--- src/rtl/cmd_dispatch_queue_if.sv ---
// Host push port and engine dispatch port of the command front-end.
// Both ports use valid/ready: a transfer happens on a clock edge where valid && ready are both high.
interface cmd_dispatch_queue_if #(
    parameter int CMD_W  = 64,
    parameter int ADDR_W = 48
);
    logic              in_valid;
    logic [CMD_W-1:0]  in_data;
    logic              in_ready;
    logic              out_valid;
    logic [7:0]        out_opcode;
    logic [3:0]        out_slot;
    logic [ADDR_W-1:0] out_addr;
    logic              out_ready;

    modport master (
        output in_valid, in_data, out_ready,
        input  in_ready, out_valid, out_opcode, out_slot, out_addr
    );

    modport slave (
        input  in_valid, in_data, out_ready,
        output in_ready, out_valid, out_opcode, out_slot, out_addr
    );
endinterface

--- src/rtl/cmd_dispatch_queue.sv ---
// Command FIFO plus decode/dispatch FSM for the NTT engine; HALT and FENCE are consumed here.
// Valid/ready on both ports: the producer holds valid and payload until it sees ready on an edge.
module cmd_dispatch_queue #(
    parameter int         CMD_W     = 64,
    parameter int         ADDR_W    = 48,
    parameter int         DEPTH     = 8,
    parameter logic [7:0] OPC_HALT  = 8'h00,
    parameter logic [7:0] OPC_FENCE = 8'hFF
) (
    input  logic                         clk,
    input  logic                         rst,
    cmd_dispatch_queue_if.slave          bus,
    input  logic                         engine_busy,
    input  logic                         resume,
    output logic                         halted,
    output logic [$clog2(DEPTH+1)-1:0]   fifo_count,
    output logic [31:0]                  dispatched_cnt,
    output logic [1:0]                   state_dbg
);
    localparam int CNT_W = $clog2(DEPTH + 1);
    localparam int PTR_W = $clog2(DEPTH);

    typedef enum logic [1:0] {
        S_FETCH    = 2'd0,
        S_DISPATCH = 2'd1,
        S_FENCE    = 2'd2,
        S_HALTED   = 2'd3
    } state_t;

    state_t           state;
    logic [CMD_W-1:0] mem [DEPTH];
    logic [PTR_W-1:0] wr_ptr;
    logic [PTR_W-1:0] rd_ptr;
    logic [CNT_W-1:0] count;
    logic [CMD_W-1:0] head;
    logic [7:0]       head_opc;
    logic             push;
    logic             pop;
    logic             handshake;

    assign bus.in_ready = (count < CNT_W'(DEPTH)) && !rst;
    assign push         = bus.in_valid && bus.in_ready;
    assign handshake    = bus.out_valid && bus.out_ready;
    assign head         = mem[rd_ptr];
    assign head_opc     = head[CMD_W-1 -: 8];
    // A pop in S_DISPATCH only on the handshake edge keeps back-to-back commands at one per cycle.
    assign pop          = (count != '0) &&
                          ((state == S_FETCH) || ((state == S_DISPATCH) && handshake));
    assign fifo_count   = count;
    assign state_dbg    = state;

    always_ff @(posedge clk) begin
        if (push) begin
            mem[wr_ptr] <= bus.in_data;
        end
    end

    always_ff @(posedge clk) begin
        if (rst) begin
            state          <= S_FETCH;
            wr_ptr         <= '0;
            rd_ptr         <= '0;
            count          <= '0;
            bus.out_valid  <= 1'b0;
            bus.out_opcode <= '0;
            bus.out_slot   <= '0;
            bus.out_addr   <= '0;
            halted         <= 1'b0;
            dispatched_cnt <= '0;
        end else begin
            if (push) begin
                wr_ptr <= wr_ptr + PTR_W'(1);
            end
            if (pop) begin
                rd_ptr <= rd_ptr + PTR_W'(1);
            end
            count <= count + CNT_W'(push) - CNT_W'(pop);
            if (handshake) begin
                dispatched_cnt <= dispatched_cnt + 32'd1;
            end

            if (pop) begin
                bus.out_valid <= 1'b0;
                if (head_opc == OPC_HALT) begin
                    state  <= S_HALTED;
                    halted <= 1'b1;
                end else if (head_opc == OPC_FENCE) begin
                    state <= S_FENCE;
                end else begin
                    state          <= S_DISPATCH;
                    bus.out_valid  <= 1'b1;
                    bus.out_opcode <= head_opc;
                    bus.out_slot   <= head[CMD_W-9 -: 4];
                    bus.out_addr   <= head[ADDR_W-1:0];
                end
            end else begin
                case (state)
                    S_DISPATCH: begin
                        if (handshake) begin
                            bus.out_valid <= 1'b0;
                            state         <= S_FETCH;
                        end
                    end
                    S_FENCE: begin
                        if (!engine_busy) begin
                            state <= S_FETCH;
                        end
                    end
                    S_HALTED: begin
                        if (resume) begin
                            halted <= 1'b0;
                            state  <= S_FETCH;
                        end
                    end
                    default: begin
                    end
                endcase
            end
        end
    end
endmodule
--- src/flat_wrapper.sv ---
// flat-port wrapper written by rule: the top's interface ports become plain ports
module cmd_dispatch_queue_flat 
#(
    parameter int         CMD_W     = 64,
    parameter int         ADDR_W    = 48,
    parameter int         DEPTH     = 8,
    parameter logic [7:0] OPC_HALT  = 8'h00,
    parameter logic [7:0] OPC_FENCE = 8'hFF
)
  (clk, rst, engine_busy, resume, halted, fifo_count, dispatched_cnt, state_dbg, bus_in_valid, bus_in_data, bus_out_ready, bus_in_ready, bus_out_valid, bus_out_opcode, bus_out_slot, bus_out_addr);
  cmd_dispatch_queue_if #(.CMD_W(CMD_W), .ADDR_W(ADDR_W)) bus_i ();
  input  logic clk;
  input  logic rst;
  input  logic engine_busy;
  input  logic resume;
  output logic halted;
  output logic [$clog2(DEPTH+1)-1:0] fifo_count;
  output logic [31:0] dispatched_cnt;
  output logic [1:0] state_dbg;
  input wire logic [$bits(bus_i.in_valid)-1:0] bus_in_valid;
  input wire logic [$bits(bus_i.in_data)-1:0] bus_in_data;
  input wire logic [$bits(bus_i.out_ready)-1:0] bus_out_ready;
  output wire logic [$bits(bus_i.in_ready)-1:0] bus_in_ready;
  output wire logic [$bits(bus_i.out_valid)-1:0] bus_out_valid;
  output wire logic [$bits(bus_i.out_opcode)-1:0] bus_out_opcode;
  output wire logic [$bits(bus_i.out_slot)-1:0] bus_out_slot;
  output wire logic [$bits(bus_i.out_addr)-1:0] bus_out_addr;
  assign bus_i.in_valid = bus_in_valid;
  assign bus_i.in_data = bus_in_data;
  assign bus_i.out_ready = bus_out_ready;
  assign bus_in_ready = bus_i.in_ready;
  assign bus_out_valid = bus_i.out_valid;
  assign bus_out_opcode = bus_i.out_opcode;
  assign bus_out_slot = bus_i.out_slot;
  assign bus_out_addr = bus_i.out_addr;
  cmd_dispatch_queue #(.CMD_W(CMD_W), .ADDR_W(ADDR_W), .DEPTH(DEPTH), .OPC_HALT(OPC_HALT), .OPC_FENCE(OPC_FENCE)) u_core (.clk(clk), .rst(rst), .bus(bus_i), .engine_busy(engine_busy), .resume(resume), .halted(halted), .fifo_count(fifo_count), .dispatched_cnt(dispatched_cnt), .state_dbg(state_dbg));
endmodule
--- config.mk ---
export PLATFORM = sky130hd
export DESIGN_NAME = cmd_dispatch_queue_flat
export DESIGN_NICKNAME = d
export VERILOG_FILES = /design/src/rtl/cmd_dispatch_queue_if.sv /design/src/rtl/cmd_dispatch_queue.sv /design/src/flat_wrapper.sv
export SDC_FILE = /design/constraint.sdc
export NUM_CORES = 1
export LEC_CHECK = 0
export BUFFER_PORTS_ARGS = -buffer_cell sky130_fd_sc_hd__buf_4
export CAP_MARGIN = 10
export CORE_MARGIN = 4
export CORE_UTILIZATION = 45
export CTS_CLUSTER_SIZE = 14
export DETAILED_ROUTE_END_ITERATION = 12
export SYNTH_ARGS = -nofsm -noshare
export SYNTH_HDL_FRONTEND = slang
export SYNTH_SLANG_ARGS = --single-unit
--- constraint.sdc ---
create_clock -name clk -period 7.2 [get_ports clk]
set_input_delay 0 -clock clk [delete_from_list [all_inputs] [get_ports clk]]
set_output_delay 0 -clock clk [all_outputs]
set_load 0.01 [all_outputs]
Yosys cells after proc, flatten, opt, wreduce, memory -nomap -nowiden
Memories as Yosys holds them, arrays and structs flattened. A register that Yosys moved wholly into a read port is not among the register bits.
Index checks and enable logic that the tools add are counted.
{ "word_totals": {"register_bits": 106, "memories": 1, "input_bits": 70, "elab_cells": 66, "output_inout_bits": 101, "mem_bits_rw": 512} }
{ "op_classes": {"eq_ne": 8, "muxes": 20, "n_addsub": 5, "n_bitwise": 2, "n_reduce_logical": 19, "magnitude_cmp": 1} }
{ "mem_list": {"columns": ["memory", "depth", "word_bits", "read_ports", "rd_ports_with_merged_regs", "wr", "line_no", "source"], "rows": [
  ["u_core.mem", 8, 64, 1, 1, 1, "cmd_dispatch_queue.sv:31", "logic [CMD_W-1:0] mem [DEPTH];"]
]} }
{ "op_table": {"columns": ["operator", "count"], "rows": [
  ["adder 32 x 1 -> 32 bit (second input constant)", 1],
  ["two-way mux 2 bit", 6],
  ["two-way mux 1 bit", 11],
  ["equality test 8 bit (second input constant)", 1],
  ["logical NOT 8 bit", 1],
  ["nonzero test 2 bit", 4],
  ["nonzero test 4 bit", 2],
  ["adder 3 x 1 -> 3 bit (second input constant)", 2],
  ["two-way mux 3 bit", 2],
  ["inequality test 3 x 2 -> 1 bit (second input constant)", 2],
  ["one-hot mux 2 bit (3 select lines)", 1],
  ["AND reduction 3 bit", 2],
  ["logical AND 1 bit", 5],
  ["adder 4 x 1 -> 4 bit", 1],
  ["equality test 2 bit (second input constant)", 2],
  ["less-than comparator 4 bit (second input constant)", 1],
  ["AND reduction 4 bit", 1],
  ["subtractor 4 x 1 -> 4 bit", 1],
  ["inequality test 3 x 1 -> 1 bit (second input constant)", 1],
  ["equality test 2 x 1 -> 1 bit (second input constant)", 1],
  ["logical NOT 2 bit", 1],
  ["inequality test 2 bit (second input constant)", 1],
  ["inverter 1 bit", 2],
  ["AND reduction 2 bit", 1],
  ["other kinds (2)", 2]
]} }

Logic depth before layout (Yosys ltp)
{ "depth": {"word_depth": 6, "depth_mapped": 14, "ltp_nobuf": 12} }

Least setup slack after synthesis
No wires, ideal clock.
{ "synth_path": {"path_type": "register to register", "from": "reg u_core.count[3], in the netlist u_core.fifo_count[3]", "to": "mem u_core.mem[0][0], enable pin", "t_arrival_ns": 5.110, "path_stages_with_launch": 6, "synth_period_minus_slack_ns": 5.662, "path_buffers": 1, "setup_ns": 0.552, "setup_slack_ns": 1.538, "required_ns": 6.648, "path_cell_list": "dfxtp_1 > nor2_1 > and2_1 > clkbuf_1 > nand2b_1 > nor3_1"} }
{ "synth_via": {"elab_chain_cells": 5} }
{ "synth_lines": {"columns": ["item", "line_no", "source"], "rows": [
  ["from (decl)", "cmd_dispatch_queue.sv:34", "logic [CNT_W-1:0] count;"],
  ["from (signal assigned)", "cmd_dispatch_queue.sv:77", "count <= count + CNT_W'(push) - CNT_W'(pop);"],
  ["less-than comparator 4 bit", "cmd_dispatch_queue.sv:41", "assign bus.in_ready = (count < CNT_W'(DEPTH)) && !rst;"],
  ["logical AND 1 bit", "cmd_dispatch_queue.sv:41", null],
  ["named net bus_in_ready", "flat_wrapper.sv:23", "output wire logic [$bits(bus_i.in_ready)-1:0] bus_in_ready;"],
  ["logical AND 1 bit", "cmd_dispatch_queue.sv:42", "assign push = bus.in_valid && bus.in_ready;"],
  ["named net u_core.push", "cmd_dispatch_queue.sv:37", "logic push;"],
  ["two-way mux 1 bit", "cmd_dispatch_queue.sv:53", "if (push) begin"],
  ["two-way mux 1 bit (implied by the code)", "cmd_dispatch_queue.sv:54", "mem[wr_ptr] <= bus.in_data;"],
  ["to (decl)", "cmd_dispatch_queue.sv:31", null]
]} }
The timed path passes the listed nets, and every way through them passes these cells.

==> reports/qor.txt <==
RSZ-0062 raised after global routing: no
Area grow syn2layout: 20.02%
Core footprint: 50070 um2
Setup_tns: 0 ns
Mapped Nets: 1252
Post-synthesis sequential area ratio: 0.7301
Total Routing Usage GR: 0.1823
First-pass GRT wire length: 74500 um
Via-to-Cell Ratio: 5.505
Max Clock Skew: 0.01955 ns
CTS tree: done
Worst Path Max Fanout: 55
1st-iter DRT viols: 875
Data required time of the worst path: 7.71 ns
Top layer in use: met4
PnR Total Power: 9.394 mW
Final critical delay including setup and external delays: 3.629 ns
Worst skew pair latency: 0.61 ns
Pre-CTS setup slack: 3.501 ns
Worst-margin pin slew: 1.091 ns
DR WL/cell: 23.29 um
Synth warn: 0
Total CTS buffers: 60
Max Cap Viol: 0
Bufs and invs on worst path: 1
DRC: 0
Routed WL: 49700 um
Worst Path Arrival: 4.14 ns
Setup CP Type: register to register
Die span in y: 232.8 um
LEAKAGE: 8.850 nW
Grt ovf: 0
FF+latch count, synth: 589
Class of the worst hold path: primary input to register
R2R cell count: 7
Critical Path Stages: 7
VDD IR max: 0.1961 mV
Initial antenna violation count: 4
Pwr dens: 344.3 nW/um2
DIE AREA: 54170 um2
IO Pins: 171
Die X: 232.8 um
Fraction of layout cells with a size suffix above 1: 0.3288
Routed wl met3: 2436 um
Placed wire-length estimate: 25990 um
Gpl congestion: 0.7493
Hold buffer count at cts: 65
Routed length on met2: 24630 um
Initial Util: 0.4540
Unique cell type count in the Yosys netlist: 38
Row Count: 82
Avg Inst Size Synth: 19.38 um2
Clock transition at path regs: 0.06 ns
Vias in the first global route: 12166
Vias: 11747
Port-buffer cells: 166
Post-CTS sizing: 0
Outcome: completed
Setup Buffers After CTS: 0
Crit path largest cell delay: 0.89 ns
Final Non-Filler Cells: 2134
DP Cell Count: 1951
Endpoints failing hold: 0
Hold Crit Depth: 2
Headroom to the max-slew limit: 0.2709
Mapped Cells: 1173
Htree depth: 2
Slowest CP cell: dfxtp_4
Drt pass-1 iters: 7
Hold Crit Start: bus_in_data[18]
Root buffer cell: clkbuf_16
Met1 WL: 21770 um
Delay-heaviest family, CP: multiplexers
Final slew viol count: 0
CP cell instances: mux4_2 -> mux2_2 -> nand4_1 -> or2_2 -> buf_4 -> nand3_2 -> a221oi_2
CP Capture Type: register
Post-route ant nets: 0
Clock buffer depth: 3
Netlist Area Pre-Place: 22730 um2
NumNets Final: 1485
Final WS setup: 3.571 ns
Number of setup violations in the final report: 0
Clock Sink Count: 589
Largest net degree at the start of global routing: 68
Critical Path Source Type: register
Tcrit/Tclk final: 0.5040
Fmax: 275.6 MHz
[cell families (layout without fill, tap and decap cells)]
family | after synthesis | after routing | share of synthesized area
DFF | 589 | 589 | 0.7301
and+or+nand+nor | 132 | 132 | 0.02774
AOI/OAI and AO/OA | 132 | 132 | 0.05895
adders and majority gates | 9 | 9 | 0.005284
xor gates and xnor gates | 33 | 33 | 0.01271
other | 0 | 5 | 0
buffers and inverters | 97 | 381 | 0.01904
muxes | 181 | 181 | 0.1462
[power breakdown]
| part | internal, mW | switching [mW] | leakage (nW) |
|---|---|---|---|
| Clock | 1.79 | 1.24 | 0.959 |
| Sequential | 3.91 | 0.243 | 5.23 |
| Combinational | 1.10 | 1.11 | 2.66 |
[through the flow]
step	area (um2)	hold WS (ns)	utilization
2_1_floorplan	22730	0.09887	-
3_3_place_gp	24670	0.2295	0.4927
3_5_place_dp	24670	0.2353	0.4927
4_1_cts	27270	0.1210	0.5447
5_1_grt	27280	0.1615	0.5448
6_report	27280	0.1708	0.5449
[registers in the layout (all words and copies together), names as in the netlist, named ones only]
signal	count
u_core.dispatched_cnt	32
u_core.wr_ptr	3
u_core.mem	480
u_core.halted	1
u_core.bus.out_addr	48
u_core.bus.out_opcode	8
u_core.fifo_count	4
u_core.rd_ptr	3
u_core.state_dbg	2
u_core.bus.out_valid	1
u_core.bus.out_slot	4
[cell usage after synthesis]
| cell type | instances | area, um2 |
|---|---|---|
| and4_1 | 4 | 35.03 |
| xor2_1 | 25 | 219.0 |
| a211o_1 | 1 | 8.760 |
| nor4b_1 | 1 | 8.760 |
| mux2i_1 | 53 | 530.5 |
| or3_1 | 3 | 18.77 |
| a21o_1 | 2 | 15.01 |
| and2_1 | 2 | 12.51 |
| ha_1 | 8 | 100.1 |
| nor4_1 | 3 | 18.77 |
| a21oi_1 | 10 | 50.05 |
| buf_1 | 8 | 30.03 |
| nand2b_1 | 5 | 31.28 |
| buf_4 | 2 | 15.01 |
| edfxtp_1 | 480 | 14410 |
| dfxtp_1 | 109 | 2182 |
| and3_1 | 4 | 25.02 |
| or2_2 | 2 | 12.51 |
| nand2_1 | 21 | 78.83 |
| nand3_2 | 1 | 10.01 |
| buf_2 | 13 | 65.06 |
| nor3_1 | 4 | 20.02 |
| a221oi_2 | 8 | 120.1 |
| mux4_2 | 120 | 2703 |
| nand3_1 | 17 | 85.08 |
| fa_1 | 1 | 20.02 |
| inv_1 | 18 | 67.56 |
| o211ai_1 | 2 | 15.01 |
| o21ai_0 | 5 | 25.02 |
| a31oi_1 | 52 | 325.3 |
| buf_6 | 6 | 67.56 |
| clkbuf_1 | 50 | 187.7 |
| mux2_2 | 8 | 90.09 |
| nor2_1 | 53 | 198.9 |
| nand4_1 | 9 | 56.30 |
| a311oi_2 | 52 | 780.8 |
| xnor2_1 | 8 | 70.07 |
| nor2b_1 | 3 | 18.77 |
[routing by layer]
metal / vias up / global-route usage
met4: 0 / 0.04763
met5: - / 0
li1: 5283 / -
met3: 63 / 0.02975
met2: 290 / 0.3076
met1: 6111 / 0.2490
[path summary, 6_finish.rpt]
| kind | to | slack (ns) |
|---|---|---|
| hold / removal | u_core.mem[5][18] | 0.17 |
| setup reg to reg | u_core.bus.out_opcode[5] | 3.57 |
| hold reg to reg | u_core.bus.out_opcode[2] | 0.47 |
| setup / recovery | u_core.bus.out_opcode[5] | 3.57 |
[layout by cell type (no fill, tap or decap), drive strengths merged, types with 21 or more instances in the layout]
| cell type | count |
|---|---|
| mux4 | 120 |
| edfxtp | 480 |
| a31oi | 52 |
| clkbuf | 91 |
| nor2 | 53 |
| a311oi | 52 |
| nand2 | 21 |
| dfxtp | 109 |
| buf | 185 |
| mux2i | 53 |
| dlygate4sd3 | 65 |
| xor2 | 25 |
[layout make-up]
cell class / instances / area (um2)
diodes: 5 / 12.51
clock buffers: 91 / 1729
clock inverters: 22 / 220.2
fillers: 3957 / 22790
inverters: 18 / 70.07
multi-input cells: 487 / 5763
flip-flops and latches: 589 / 16610
well taps: 672 / 840.8
repair buffers: 250 / 2039
Power figures use the tool's default switching activity.
